**config.mk**
```make
export PLATFORM = sky130hd
export DESIGN_NAME = palette_ctrl
export DESIGN_NICKNAME = d
export VERILOG_FILES = /design/src/rtl/palette_ctrl.sv
export SDC_FILE = /design/constraint.sdc
export NUM_CORES = 1
export LEC_CHECK = 0
export BUFFER_PORTS_ARGS = -buffer_cell sky130_fd_sc_hd__buf_2
export CORE_ASPECT_RATIO = 0.6
export CORE_MARGIN = 5
export CORE_UTILIZATION = 30
export CTS_CLUSTER_DIAMETER = 50
export CTS_CLUSTER_SIZE = 25
export DETAILED_ROUTE_END_ITERATION = 8
export GPL_ROUTABILITY_DRIVEN = 1
export PLACE_DENSITY = 0.6
export SYNTH_ARGS = -nofsm -noshare
export SYNTH_HDL_FRONTEND = slang
export SYNTH_SLANG_ARGS = --single-unit
```
**constraint.sdc**
```tcl
create_clock -name clk -period 2.03 [get_ports clk]
set_clock_uncertainty 0.2 [all_clocks]
set_input_delay 0.609 -clock clk [delete_from_list [all_inputs] [get_ports clk]]
set_output_delay 0.609 -clock clk [all_outputs]
set_load 0.01 [all_outputs]
```
**src/rtl/palette_ctrl.sv**
```systemverilog
// rtl/palette_ctrl.sv - palette RAM sequencer: 2-entry CPU write FIFO, pixel lookup pipeline, collision forwarding
// Optional PALETTE_WRITE_IN_BLANK_EN: hold posted writes until the video is in blanking.
module palette_ctrl (
  input  logic       clk,
  input  logic       reset_n,
  input  logic       cpu_wr_valid,
  output logic       cpu_wr_ready,
  input  logic [3:0] cpu_wr_addr,
  input  logic [7:0] cpu_wr_data,
  input  logic       pix_valid,
  input  logic [3:0] pix_index,
  input  logic       pix_blank,
  output logic       pal_we,
  output logic [3:0] pal_addr_wr,
  output logic [7:0] pal_data_wr,
  output logic       pal_en_rd,
  output logic [3:0] pal_addr_rd,
  input  logic [7:0] pal_data_rd,
  output logic       color_valid,
  output logic [7:0] color_out,
  output logic       color_blank
);

  logic [3:0] fifo_addr [2];
  logic [7:0] fifo_data [2];
  logic       head;
  logic       tail;
  logic [1:0] count;
  logic       drain_ok;
  logic       push;
  logic       pop;

  logic       s1_valid;
  logic       s1_blank;
  logic       s1_byp;
  logic [7:0] s1_bdata;

`ifdef PALETTE_WRITE_IN_BLANK_EN
  assign drain_ok = pix_blank;
`else
  assign drain_ok = 1'b1;
`endif

  assign cpu_wr_ready = (count != 2'd2) && reset_n;
  assign push         = cpu_wr_valid && cpu_wr_ready;
  // Gated by reset_n so a half-drained FIFO cannot write the RAM while reset is held.
  assign pal_we       = (count != 2'd0) && drain_ok && reset_n;
  assign pop          = pal_we;
  assign pal_addr_wr  = fifo_addr[head];
  assign pal_data_wr  = fifo_data[head];
  assign pal_en_rd    = pix_valid;
  assign pal_addr_rd  = pix_index;

  always_ff @(posedge clk) begin
    if (push) begin
      fifo_addr[tail] <= cpu_wr_addr;
      fifo_data[tail] <= cpu_wr_data;
    end
  end

  always_ff @(posedge clk) begin
    if (!reset_n) begin
      head  <= 1'b0;
      tail  <= 1'b0;
      count <= 2'd0;
    end else begin
      if (push) tail <= ~tail;
      if (pop)  head <= ~head;
      if (push && !pop)      count <= count + 2'd1;
      else if (pop && !push) count <= count - 2'd1;
    end
  end

  // Stage 1: note whether the RAM is being written at this same address this cycle,
  // since the RAM read returns the pre-write value.
  always_ff @(posedge clk) begin
    if (!reset_n) begin
      s1_valid <= 1'b0;
    end else begin
      s1_valid <= pix_valid;
    end
    if (pix_valid) begin
      s1_blank <= pix_blank;
      s1_byp   <= pal_we && (pal_addr_wr == pix_index);
      s1_bdata <= pal_data_wr;
    end
  end

  always_ff @(posedge clk) begin
    if (!reset_n) begin
      color_valid <= 1'b0;
      color_blank <= 1'b0;
      color_out   <= 8'h00;
    end else begin
      color_valid <= s1_valid;
      color_blank <= s1_blank;
      if (s1_valid) begin
        color_out <= s1_blank ? 8'h00 : (s1_byp ? s1_bdata : pal_data_rd);
      end
    end
  end

endmodule

```
# After elaboration in Yosys (flattened, before gate mapping)
# Memories as Yosys holds them, arrays and structs flattened. A register that Yosys moved wholly into a read port is not among the register bits.
# Cells that the tools add are included.
# totals
reg_bits	25
ram_bits	24
output_inout_bits	29
word_cells	38
memories	2
# mem_list
memory	depth	width	read_ports	rd_ports_with_merged_regs	write_ports	line	text
fifo_data	2	8	1	1	1	25	logic [7:0] fifo_data [2];
fifo_addr	2	4	1	1	1	24	logic [3:0] fifo_addr [2];
# op_classes
n_addsub	2
eq_ne	2
muxes	10
bitwise	2
n_reduce_logical	10
# ops
cell	n
two-way mux 8 bit	2
logical AND 1 bit	6
two-way mux 1 bit	6
equality test 4 bit	1
two-way mux 2 bit	2
nonzero test 2 bit	2
adder 2 x 1 -> 2 bit (second input constant)	1
zero test 1 bit	2
inequality test 2 bit (second input constant)	1
inverter 1 bit	2
subtractor 2 x 1 -> 2 bit (second input constant)	1

# Depth between registers and ports, before layout
# Gate-level depths: netlist of run 1.
# logic_depth
word_depth	7
mapped_depth	7

# Worst setup path after synthesis of run 1
# Ideal clock, no wire load.
# synth_path
path_kind	input-to-reg
startpoint	in reset_n
endpoint	mem fifo_addr[0][0], enable pin
setup_time_ns	0.382
arrival_ns	1.294
path_slack_ns	0.155
stages	2
n_path_buf	0
cell_sequence	o211ai_1 > nor2_1
# synth_via
elab_chain_cells	4
# synth_rtl
item	line	text
start: declaration	5	input logic reset_n,
logical AND 1 bit	44	assign cpu_wr_ready = (count != 2'd2) && reset_n;
logical AND 1 bit	45	assign push = cpu_wr_valid && cpu_wr_ready;
two-way mux 1 bit	55	if (push) begin
two-way mux 1 bit (not written as such)	56	fifo_addr[tail] <= cpu_wr_addr;
end: declaration	24	
# No other way between the ends.

==> impl_results.md, run 1 <==
- H-tree levels: 2
- Crit. End Element: output pin
- #FFs+latches synth: 50
- Crit-path slowest cell: dfxtp_4
- Least-Margin Pin Slew: 0.461 ns
- Mapped Cells: 136
- Num rows: 22
- LEAKAGE: 1.12 nW
- Most frequent cell after synthesis: edfxtp_1
- # IOs: 58
- Vias in the first global route: 1267
- Synth async-reset ratio: 0%
- Synth top area cells: edfxtp_1 52%, dfxtp_1 16%, mux2_2 5.7%
- Chip height: 72.9 um
- Share of layout cells above drive strength 1: 46.6%
- CTS Sinks: 50
- Crit-path max cell delay: 0.40 ns
- Max IR drop VDD: 0.507 mV
- Final setup vio count: 12
- Diode count: 0
- Core ar.: 6250 um^2
- Slew Viols, Final: 0
- Initial antenna violation count: 0
- Setup slack after layout: -0.0801 ns
- Main synth FF type: edfxtp_1
- Post-synth EDFFs: 34
- Crit-path cells: clkbuf_16 -> mux2_4 -> buf_6
- CP Launch Type: flop
- R2R Setup Slk: 0.17 ns
- Post-route antenna net violation count: 0
- Global-route wire length before repair: 6.27 mm
- Hold_ws: 0.282 ns
- DRC viols: 0
- Congestion Overflow GR: 0
- Total GRT Usage: 9.90%
- RSZ-0062 raised after global routing: true
- Area grow syn2layout: 35.7%
- Cell taking the most area after synthesis: edfxtp_1
- Clk_lat worst skew: 0.29 ns
- Fmax: 474 MHz
- Max Cap Viol: 0
- PD cells: 1080 nW/um^2
- Drt initial violations: 32
- Worst Setup Path Type: reg -> out
- Die area: 8360 um^2
- Slew headroom: 69.3%
- Synthesized area per cell: 14.5 um^2
- Seq/Total Area, Yosys: 67.9%
- Tmin final: 2.11 ns
- Yosys top cell area share: 51.7%
- Crit Path Max Fanout: 5
- Unique masters post-synth: 25
- PortBufs: 57
- Status: finished, violations left
- Cts bufs inserted: 5
- Final hold violations: 0
- Failing checks: negative setup slack
- Synth cell count leaders: 34 x edfxtp_1, 16 x dfxtp_1, 13 x and2_1
- TritonRoute pass-1 iters: 4
- Critical Path AT: 1.30 ns
- Crit path required time: 1.22 ns
- Root Driver: clkbuf_8
- Clock-pin slew on the worst setup and hold paths: 0.09 ns
- DR vias/cell: 4.27
- CTS tree: done
- Horiz. Die Dim: 115 um
- GP Congestion: 0.668
- Bufs on Longest Clock Path: 2
- Largest net degree at the start of global routing: 17
- Hold crit path type: in -> reg
- Final WL: 4.24 mm
- WL/cell: 14.7 um
- Vias: 1230
- YS warnings: 0
- Placed wire-length estimate: 3.01 mm
- Starting Density: 31.6%
- Final period util: 104%
- Nets: 233
- Mapped cell area: 1980 um^2
- Synth Net Count: 166
- Setup tns final: -0.750 ns
-- flip-flops by register name (all words and copies together) (netlist names), named ones only --
name	count
color_blank	1
color_out	8
color_valid	1
count	2
fifo_addr	8
fifo_data	16
head	1
s1_bdata	8
s1_blank	1
s1_byp	1
s1_valid	1
tail	1
-- cell families (layout without fill, tap and decap cells) --
group                    after synthesis  after routing  synth area share, %
AO/OA/AOI/OAI                         15             15                 4.81
adder cells (fa/ha/maj)                1              1                0.633
buffers and inverters                 22             90                 5.70
flip-flops                            50             50                 67.9
AND/OR/NAND/NOR                       22             22                 7.03
multiplexers                          20             20                 11.3
XOR/XNOR                               6              6                 2.66
-- cell type report --
class                           instances  area [um^2]
Clock inverter                          3         45.0
Timing Repair Buffer                   71          512
Inverter                               11         41.3
Clock buffer                            5         68.8
Fill cell                             573         3570
Tap cell                               84          105
Multi-Input combinational cell         64          563
Sequential cell                        50         1350
-- per-stage QoR --
stage               worst slack, ns  power (mW)  util (%)  area, um^2  instances
detailed placement          0.00569        1.97      38.1        2380        274
global placement             0.0349        1.96      38.1        2380        274
CTS                          -0.111        2.68      40.1        2510        282
finish                      -0.0801        2.88      42.9        2680        288
global route                 -0.112        3.05      42.9        2680        288
floorplan                     0.155        1.70         -        1980        136
-- worst max-delay path: cells and delay by family, from the launching register on --
kind	cells	cell delay, ns
buffers and inverters	2	0.29
DFF	1	0.40
muxes	1	0.32
-- layer usage --
layer	wire, um	track usage [%]
met3	317	4.14
met1	2090	13.3
met4	8	1.95
met2	1820	15.2
met5	0	0
-- final timing paths --
path	start	to	cells after the start
max	flop	pal_addr_wr[0]	3
min	pix_blank	s1_blank	1
max reg2reg	count[1]	count[1]	7
min reg2reg	s1_blank	color_blank	1
-- power by group --
group | total [mW] | switching (mW) | internal [mW]
Combinational | 0.886 | 0.359 | 0.527
Clock | 0.691 | 0.325 | 0.367
Sequential | 1.31 | 0.0831 | 1.22
Total | 2.88 | 0.766 | 2.12
-- layout by cell type, fill, tap and decap left out, drive strengths merged --
cell	n
buf	70
edfxtp	34
dfxtp	16
and2	13
mux2	12
inv	11
mux2i	8
o22ai	8
clkbuf	6
xor2	3
xnor2	3
and3	3
o21ai	3
o21a	2
or3	2
clkinvlp	2
o211ai	1
nor2	1
nand2	1
nor4	1
nand2b	1
a21boi	1
ha	1
bufinv	1
-- timing repair --
item	in CTS	in global routing
hold endpoints to repair	0	0
hold buffers	0	0
pin swaps	0	0
buffers inserted	0	5
resized for setup	4	26
gates cloned	0	1
endpoints found under the setup margin	12	14
No activity file was read; power rests on OpenSTA's default activity.
==> run 2: changes to the inputs <==
--- a/config.mk
+++ b/config.mk
@@ -8,12 +8,12 @@
 export BUFFER_PORTS_ARGS = -buffer_cell sky130_fd_sc_hd__buf_2
 export CORE_ASPECT_RATIO = 0.6
 export CORE_MARGIN = 5
-export CORE_UTILIZATION = 30
-export CTS_CLUSTER_DIAMETER = 50
+export CORE_UTILIZATION = 45
+export CTS_BUF_LIST = sky130_fd_sc_hd__clkbuf_4 sky130_fd_sc_hd__clkbuf_8
 export CTS_CLUSTER_SIZE = 25
 export DETAILED_ROUTE_END_ITERATION = 8
 export GPL_ROUTABILITY_DRIVEN = 1
-export PLACE_DENSITY = 0.6
+export PLACE_DENSITY = 0.8
 export SYNTH_ARGS = -nofsm -noshare
 export SYNTH_HDL_FRONTEND = slang
 export SYNTH_SLANG_ARGS = --single-unit
==> impl_results.md, run 2 (synthesis results as in run 1) <==
- Slew Viols, Final: 0 (unchanged)
- Max IR drop VDD: 0.565 mV (+11%)
- TritonRoute pass-1 iters: 3 (-1)
- PortBufs: 57 (unchanged)
- Final setup vio count: 7 (-5)
- Least-Margin Pin Slew: 0.496 ns (+0.0360 ns)
- Nets: 232 (-0.43%)
- Num rows: 18 (-18%)
- Failing checks: negative setup slack
- Crit-path cells: buf_8 -> mux2_4 -> buf_6
- Most common cell after layout, fill and taps aside: buf_2
- Sw Ratio: 26.4% (-0.15 points)
- Cts bufs inserted: 5 (unchanged)
- Crit path required time: 1.22 ns (about the same)
- Max reg flops: 16 (unchanged)
- Post-route met1 wirelength: 1.75 mm (-16%)
- Crit-path max cell delay: 0.36 ns (-0.04 ns)
- RR Startpoint: count[1]
- LEAKAGE: 1.10 nW (-1.5%)
- Final period util: 101% (-2.8 points)
- Clock network fraction of total power: 21.3% (-2.7 points)
- Clock-pin slew on the worst setup and hold paths: 0.09 ns (about the same)
- Initial antenna violation count: 0 (unchanged)
- Global-route wire length before repair: 5.78 mm (-7.8%)
- CTS Sinks: 50 (unchanged)
- DR vias/cell: 4.62 (+8.3%)
- Largest net degree at the start of global routing: 16 (-1)
- Chip height: 61.3 um (-16%)
- Post-route antenna net violation count: 0 (unchanged)
- Setup crit end: pal_addr_wr[0]
- Root Driver: clkbuf_8
- CP Launch Type: flop
- GP Congestion: 0.709 (+6.1%)
- Most flops, register: fifo_data
- Setup tns final: -0.0829 ns (+0.668 ns)
- Worst Setup Path Type: reg -> out
- NetSw: 0.712 mW (-7.0%)
- Final WL: 3.74 mm (-12%)
- Power share of the sequential group: 47.9% (+2.6 points)
- Max Cap Viol: 0 (unchanged)
- Vias: 1216 (-1.1%)
- Diode count: 0 (unchanged)
- Area grow syn2layout: 31.6%
- Drt initial violations: 31 (-3.1%)
- Commonest non-fill, non-tap cells in the layout: 45 x buf_2, 34 x edfxtp_1, 14 x dfxtp_1
- Core ar.: 4170 um^2 (-33%)
- WL/cell: 14.2 um (-3.4%)
- Total GRT Usage: 13.6% (+3.7 points)
- Starting Density: 47.4% (+16 points)
- R2R Setup Slk: 0.15 ns (-0.02 ns)
- R2R cell count: 7 (unchanged)
- Final hold violations: 0 (unchanged)
- Slew headroom: 66.9% (-2.4 points)
- Tmin final: 2.05 ns (-0.0563 ns)
- Crit. End Element: output pin
- Met2 WL post-DR: 1.65 mm (-9.4%)
- H-tree levels: 2 (unchanged)
- Die area: 5860 um^2 (-30%)
- Placed Instances: 251 (-8.4%)
- Part of the power in combinational logic: 30.8% (about the same)
- Layout Cells excl Fill: 263 (-8.7%)
- DRC viols: 0 (unchanged)
- CTS tree: done
- Reg2Reg Capture Point: count[1]
- Pwr Total: 2.70 mW (-6.5%)
- # IOs: 58 (unchanged)
- Setup slack after layout: -0.0238 ns (+0.0563 ns)
- Congestion Overflow GR: 0 (unchanged)
- Final core utilization: 62.4% (+19 points)
- Hold Buf Count CTS: 0 (unchanged)
- Crit Path Max Fanout: 7 (+2)
- Hold crit path type: reg -> reg
- Placed wire-length estimate: 2.70 mm (-10%)
- Crit-path slowest cell: dfxtp_2
- Int Power: 1.98 mW (-6.3%)
- Status: finished, violations left
- Horiz. Die Dim: 95.5 um (-17%)
- DP Worst Slack: 0.000907 ns (-0.00478 ns)
- Met3 Wirelength: 316 um (-0.32%)
- Share of layout cells above drive strength 1: 46.3% (-0.26 points)
- Clk_lat worst skew: 0.29 ns (about the same)
- Max Used Layer: met4
- Fmax: 487 MHz (+2.7%)
- Bufs on Longest Clock Path: 2 (unchanged)
- Critical Path AT: 1.24 ns (-0.06 ns)
- RSZ-0062 raised after global routing: true
- Vias in the first global route: 1230 (-2.9%)
- PD cells: 1040 nW/um^2 (-3.6%)
[run 2: stage by stage]
stage / hold slack, ns / cell area [um^2]
final: 0.275 / 2600
after global routing: 0.279 / 2600
after CTS: 0.275 / 2590
after detailed placement: 0.250 / 2340
after global placement: 0.249 / 2340
after floorplan: 0.238 / 1980
[run 2: final cells by class]
class,instances,area [um^2]
Sequential cell,50,1340
Clock buffer,6,82.6
Inverter,11,41.3
Tap cell,60,75.1
Multi-Input combinational cell,64,563
Timing Repair Buffer,70,482
Fill cell,326,1570
Clock inverter,2,12.5
[run 2: how the worst min path moves through the flow]
| stage | startpoint | to | slack, ns | cells after the start |
|---|---|---|---|---|
| 2_1_floorplan | s1_blank | color_blank | 0.24 | 1 |
| 3_3_place_gp | s1_blank | color_blank | 0.25 | 1 |
| 3_5_place_dp | s1_blank | color_blank | 0.25 | 1 |
| 4_1_cts | s1_blank | color_blank | 0.27 | 1 |
| 5_1_grt | pix_blank | s1_blank | 0.28 | 1 |
| 6_report | s1_blank | color_blank | 0.28 | 1 |
[run 2: repair_timing]
action,4_1_cts,5_1_grt
resized for setup,26,3
endpoints found under the setup margin,13,14
buffers inserted,4,0
endpoints found under the hold margin,0,0
[run 2: power groups by stage]
stage          sequential, mW  clock, mW  combinational [mW]
2_1_floorplan            1.28          0               0.422
6_report                 1.29      0.574               0.830
5_1_grt                  1.31      0.626               0.895
4_1_cts                  1.28      0.596               0.826
3_3_place_gp             1.29          0               0.627
3_5_place_dp             1.30          0               0.635
[run 2: critical path, delay by kind of cell, from the launching register on]
kind	cells	cell delay, ns
buffers and inverters	2	0.27
muxes	1	0.33
DFF	1	0.36
[run 2: routing by layer]
layer	GRT usage, %	vias up
met5	0	-
met4	3.64	0
met3	4.88	2
met2	21.3	46
met1	18.1	562
li1	-	606
==> run 3: changes to the inputs <==
--- a/config.mk
+++ b/config.mk
@@ -8,12 +8,12 @@
 export BUFFER_PORTS_ARGS = -buffer_cell sky130_fd_sc_hd__buf_2
 export CORE_ASPECT_RATIO = 0.6
 export CORE_MARGIN = 5
-export CORE_UTILIZATION = 45
+export CORE_UTILIZATION = 25
 export CTS_BUF_LIST = sky130_fd_sc_hd__clkbuf_4 sky130_fd_sc_hd__clkbuf_8
 export CTS_CLUSTER_SIZE = 25
 export DETAILED_ROUTE_END_ITERATION = 8
 export GPL_ROUTABILITY_DRIVEN = 1
-export PLACE_DENSITY = 0.8
+export PLACE_DENSITY = 0.54
 export SYNTH_ARGS = -nofsm -noshare
 export SYNTH_HDL_FRONTEND = slang
 export SYNTH_SLANG_ARGS = --single-unit
==> impl_results.md, run 3 (synthesis results as in run 1) <==
- Cts bufs inserted: 5 (unchanged)
- Drt initial violations: 30 (-3.2%)
- Fmax: 479 MHz (-1.5%)
- Crit Path Max Fanout: 6 (-1)
- Crit. End Element: output pin
- Most flops, register: fifo_data
- Critical path depth: 3 (unchanged)
- R2R Setup Slk: 0.16 ns (about the same)
- Nets: 237 (+2.2%)
- DR vias/cell: 3.88 (-16%)
- WL/cell: 13.8 um (-2.6%)
- Final WL: 4.38 mm (+17%)
- R2R cell count: 7 (unchanged)
- Die area: 9840 um^2 (+68%)
- Largest net degree at the start of global routing: 15 (-1)
- Commonest non-fill, non-tap cells in the layout: 45 x buf_2, 34 x edfxtp_1, 15 x dfxtp_1, 15 x buf_4, 13 x and2_1
- Setup crit end: pal_data_wr[6]
- Status: finished, violations left
- Worst Path Buf+Inv: 2 (unchanged)
- Pwr Total: 2.77 mW (+2.9%)
- Max IR drop VDD: 0.301 mV (-47%)
- Clock-pin slew on the worst setup and hold paths: 0.09 ns (about the same)
- H-tree levels: 2 (unchanged)
- CTS tree: done
- Congestion Overflow GR: 0 (unchanged)
- Area grow syn2layout: 37.2%
- CTS Sinks: 50 (unchanged)
- Final hold violations: 0 (unchanged)
- Least-Margin Pin Slew: 0.506 ns (+0.00914 ns)
- RR Startpoint: count[1]
- Max reg flops: 16 (unchanged)
- CP Launch Type: flop
- Bufs on Longest Clock Path: 2 (unchanged)
- DRC viols: 0 (unchanged)
- Setup tns final: -0.556 ns (-0.473 ns)
- PD cells: 1020 nW/um^2 (-1.3%)
- Starting Density: 25.4% (-22 points)
- Setup slack after layout: -0.0555 ns (-0.0318 ns)
- Initial antenna violation count: 0 (unchanged)
- Slew Viols, Final: 0 (unchanged)
- Core ar.: 7790 um^2 (+87%)
- Clk_lat worst skew: 0.29 ns (about the same)
- Total GRT Usage: 9.14% (-4.4 points)
- Tmin final: 2.09 ns (+0.0318 ns)
- Worst Setup Path Type: reg -> out
- Failing checks: negative setup slack
- Num rows: 25 (+7)
- Chip height: 78.9 um (+29%)
- Placed wire-length estimate: 3.16 mm (+17%)
- Critical Path AT: 1.28 ns (+0.04 ns)
- Crit-path slowest cell: dfxtp_4
- Crit-path max cell delay: 0.40 ns (+0.04 ns)
- Horiz. Die Dim: 125 um (+31%)
- Final period util: 103% (+1.6 points)
- Max Cap Viol: 0 (unchanged)
- Placed instance area: 2420 um^2 (+3.4%)
- Cell family with most CP delay: flip-flops
- Diode count: 0 (unchanged)
- RSZ-0062 raised after global routing: true
- Final Instance Area: 2710 um^2 (+4.2%)
- Crit-path cells: buf_12 -> mux2_4 -> buf_6
- Global-route wire length before repair: 6.80 mm (+18%)
- LEAKAGE: 1.13 nW (+2.8%)
- Vias in the first global route: 1264 (+2.8%)
- Most common cell after layout, fill and taps aside: buf_2
- Hold crit path type: reg -> reg
- Final setup vio count: 12 (+5)
- # IOs: 58 (unchanged)
- Post-route antenna net violation count: 0 (unchanged)
- GP Congestion: 0.698 (-1.5%)
- Vias: 1227 (+0.90%)
- Share of layout cells above drive strength 1: 46.6% (+0.33 points)
- Crit path required time: 1.22 ns (about the same)
- Reg2Reg Capture Point: count[1]
- Slew headroom: 66.3% (-0.61 points)
- Root Driver: clkbuf_8
- TritonRoute pass-1 iters: 3 (unchanged)
- PortBufs: 57 (unchanged)
run 3: worst min path at each step:
stage | cells past startpoint | to | startpoint | slack (ns)
2_1_floorplan | 1 | color_blank | s1_blank | 0.24
3_3_place_gp | 1 | color_blank | s1_blank | 0.26
3_5_place_dp | 1 | color_blank | s1_blank | 0.26
4_1_cts | 1 | color_blank | s1_blank | 0.28
5_1_grt | 1 | fifo_data[0][4] | cpu_wr_data[4] | 0.28
6_report | 1 | color_blank | s1_blank | 0.28
run 3: routing by layer:
layer | wire, um | up-vias | global-route usage (%)
met5 | 0 | - | 0
met4 | 27 | 0 | 2.63
met3 | 239 | 2 | 3.43
met2 | 1920 | 31 | 13.4
met1 | 2190 | 574 | 12.6
li1 | - | 620 | -
run 3: worst register-to-register path: stages (launching register included):
cell and delay, ns:
dfxtp_1 0.42, inv_1 0.08, o211ai_1 0.22, inv_1 0.07, ha_1 0.19, xor2_1 0.14
or3_1 0.30, a21boi_0 0.17
run 3: timing repair:
| action | 4_1_cts | 5_1_grt |
|---|---|---|
| setup endpoints to repair | 13 | 13 |
| hold buffers | 0 | 0 |
| gates resized for setup | 27 | 1 |
| pin swaps | 0 | 0 |
| gates cloned | 1 | 0 |
| buffers inserted | 5 | 2 |
run 3: final cells by class:
| type | count | area (um^2) |
|---|---|---|
| clock inverter | 2 | 8.76 |
| tap | 108 | 135 |
| inverter | 11 | 41.3 |
| fill | 774 | 5080 |
| clock buffer | 6 | 76.3 |
| timing repair buffer | 75 | 541 |
| sequential | 50 | 1350 |
| multi-input combinational | 64 | 563 |
run 3: power breakdown:
group | switching (mW) | internal [mW]
clock network | 0.310 | 0.251
registers | 0.0796 | 1.22
logic | 0.362 | 0.550
total | 0.752 | 2.02
run 3: metrics by stage:
step                      setup slack (ns)  hold slack, ns  cells  util, %
after floorplan                      0.155           0.238    136        -
after global placement              0.0165           0.264    300     31.1
after detailed placement           -0.0565           0.263    300     31.1
after CTS                          -0.0821           0.284    314     34.6
after global routing                -0.112           0.278    316     34.8
final                              -0.0555           0.278    316     34.8
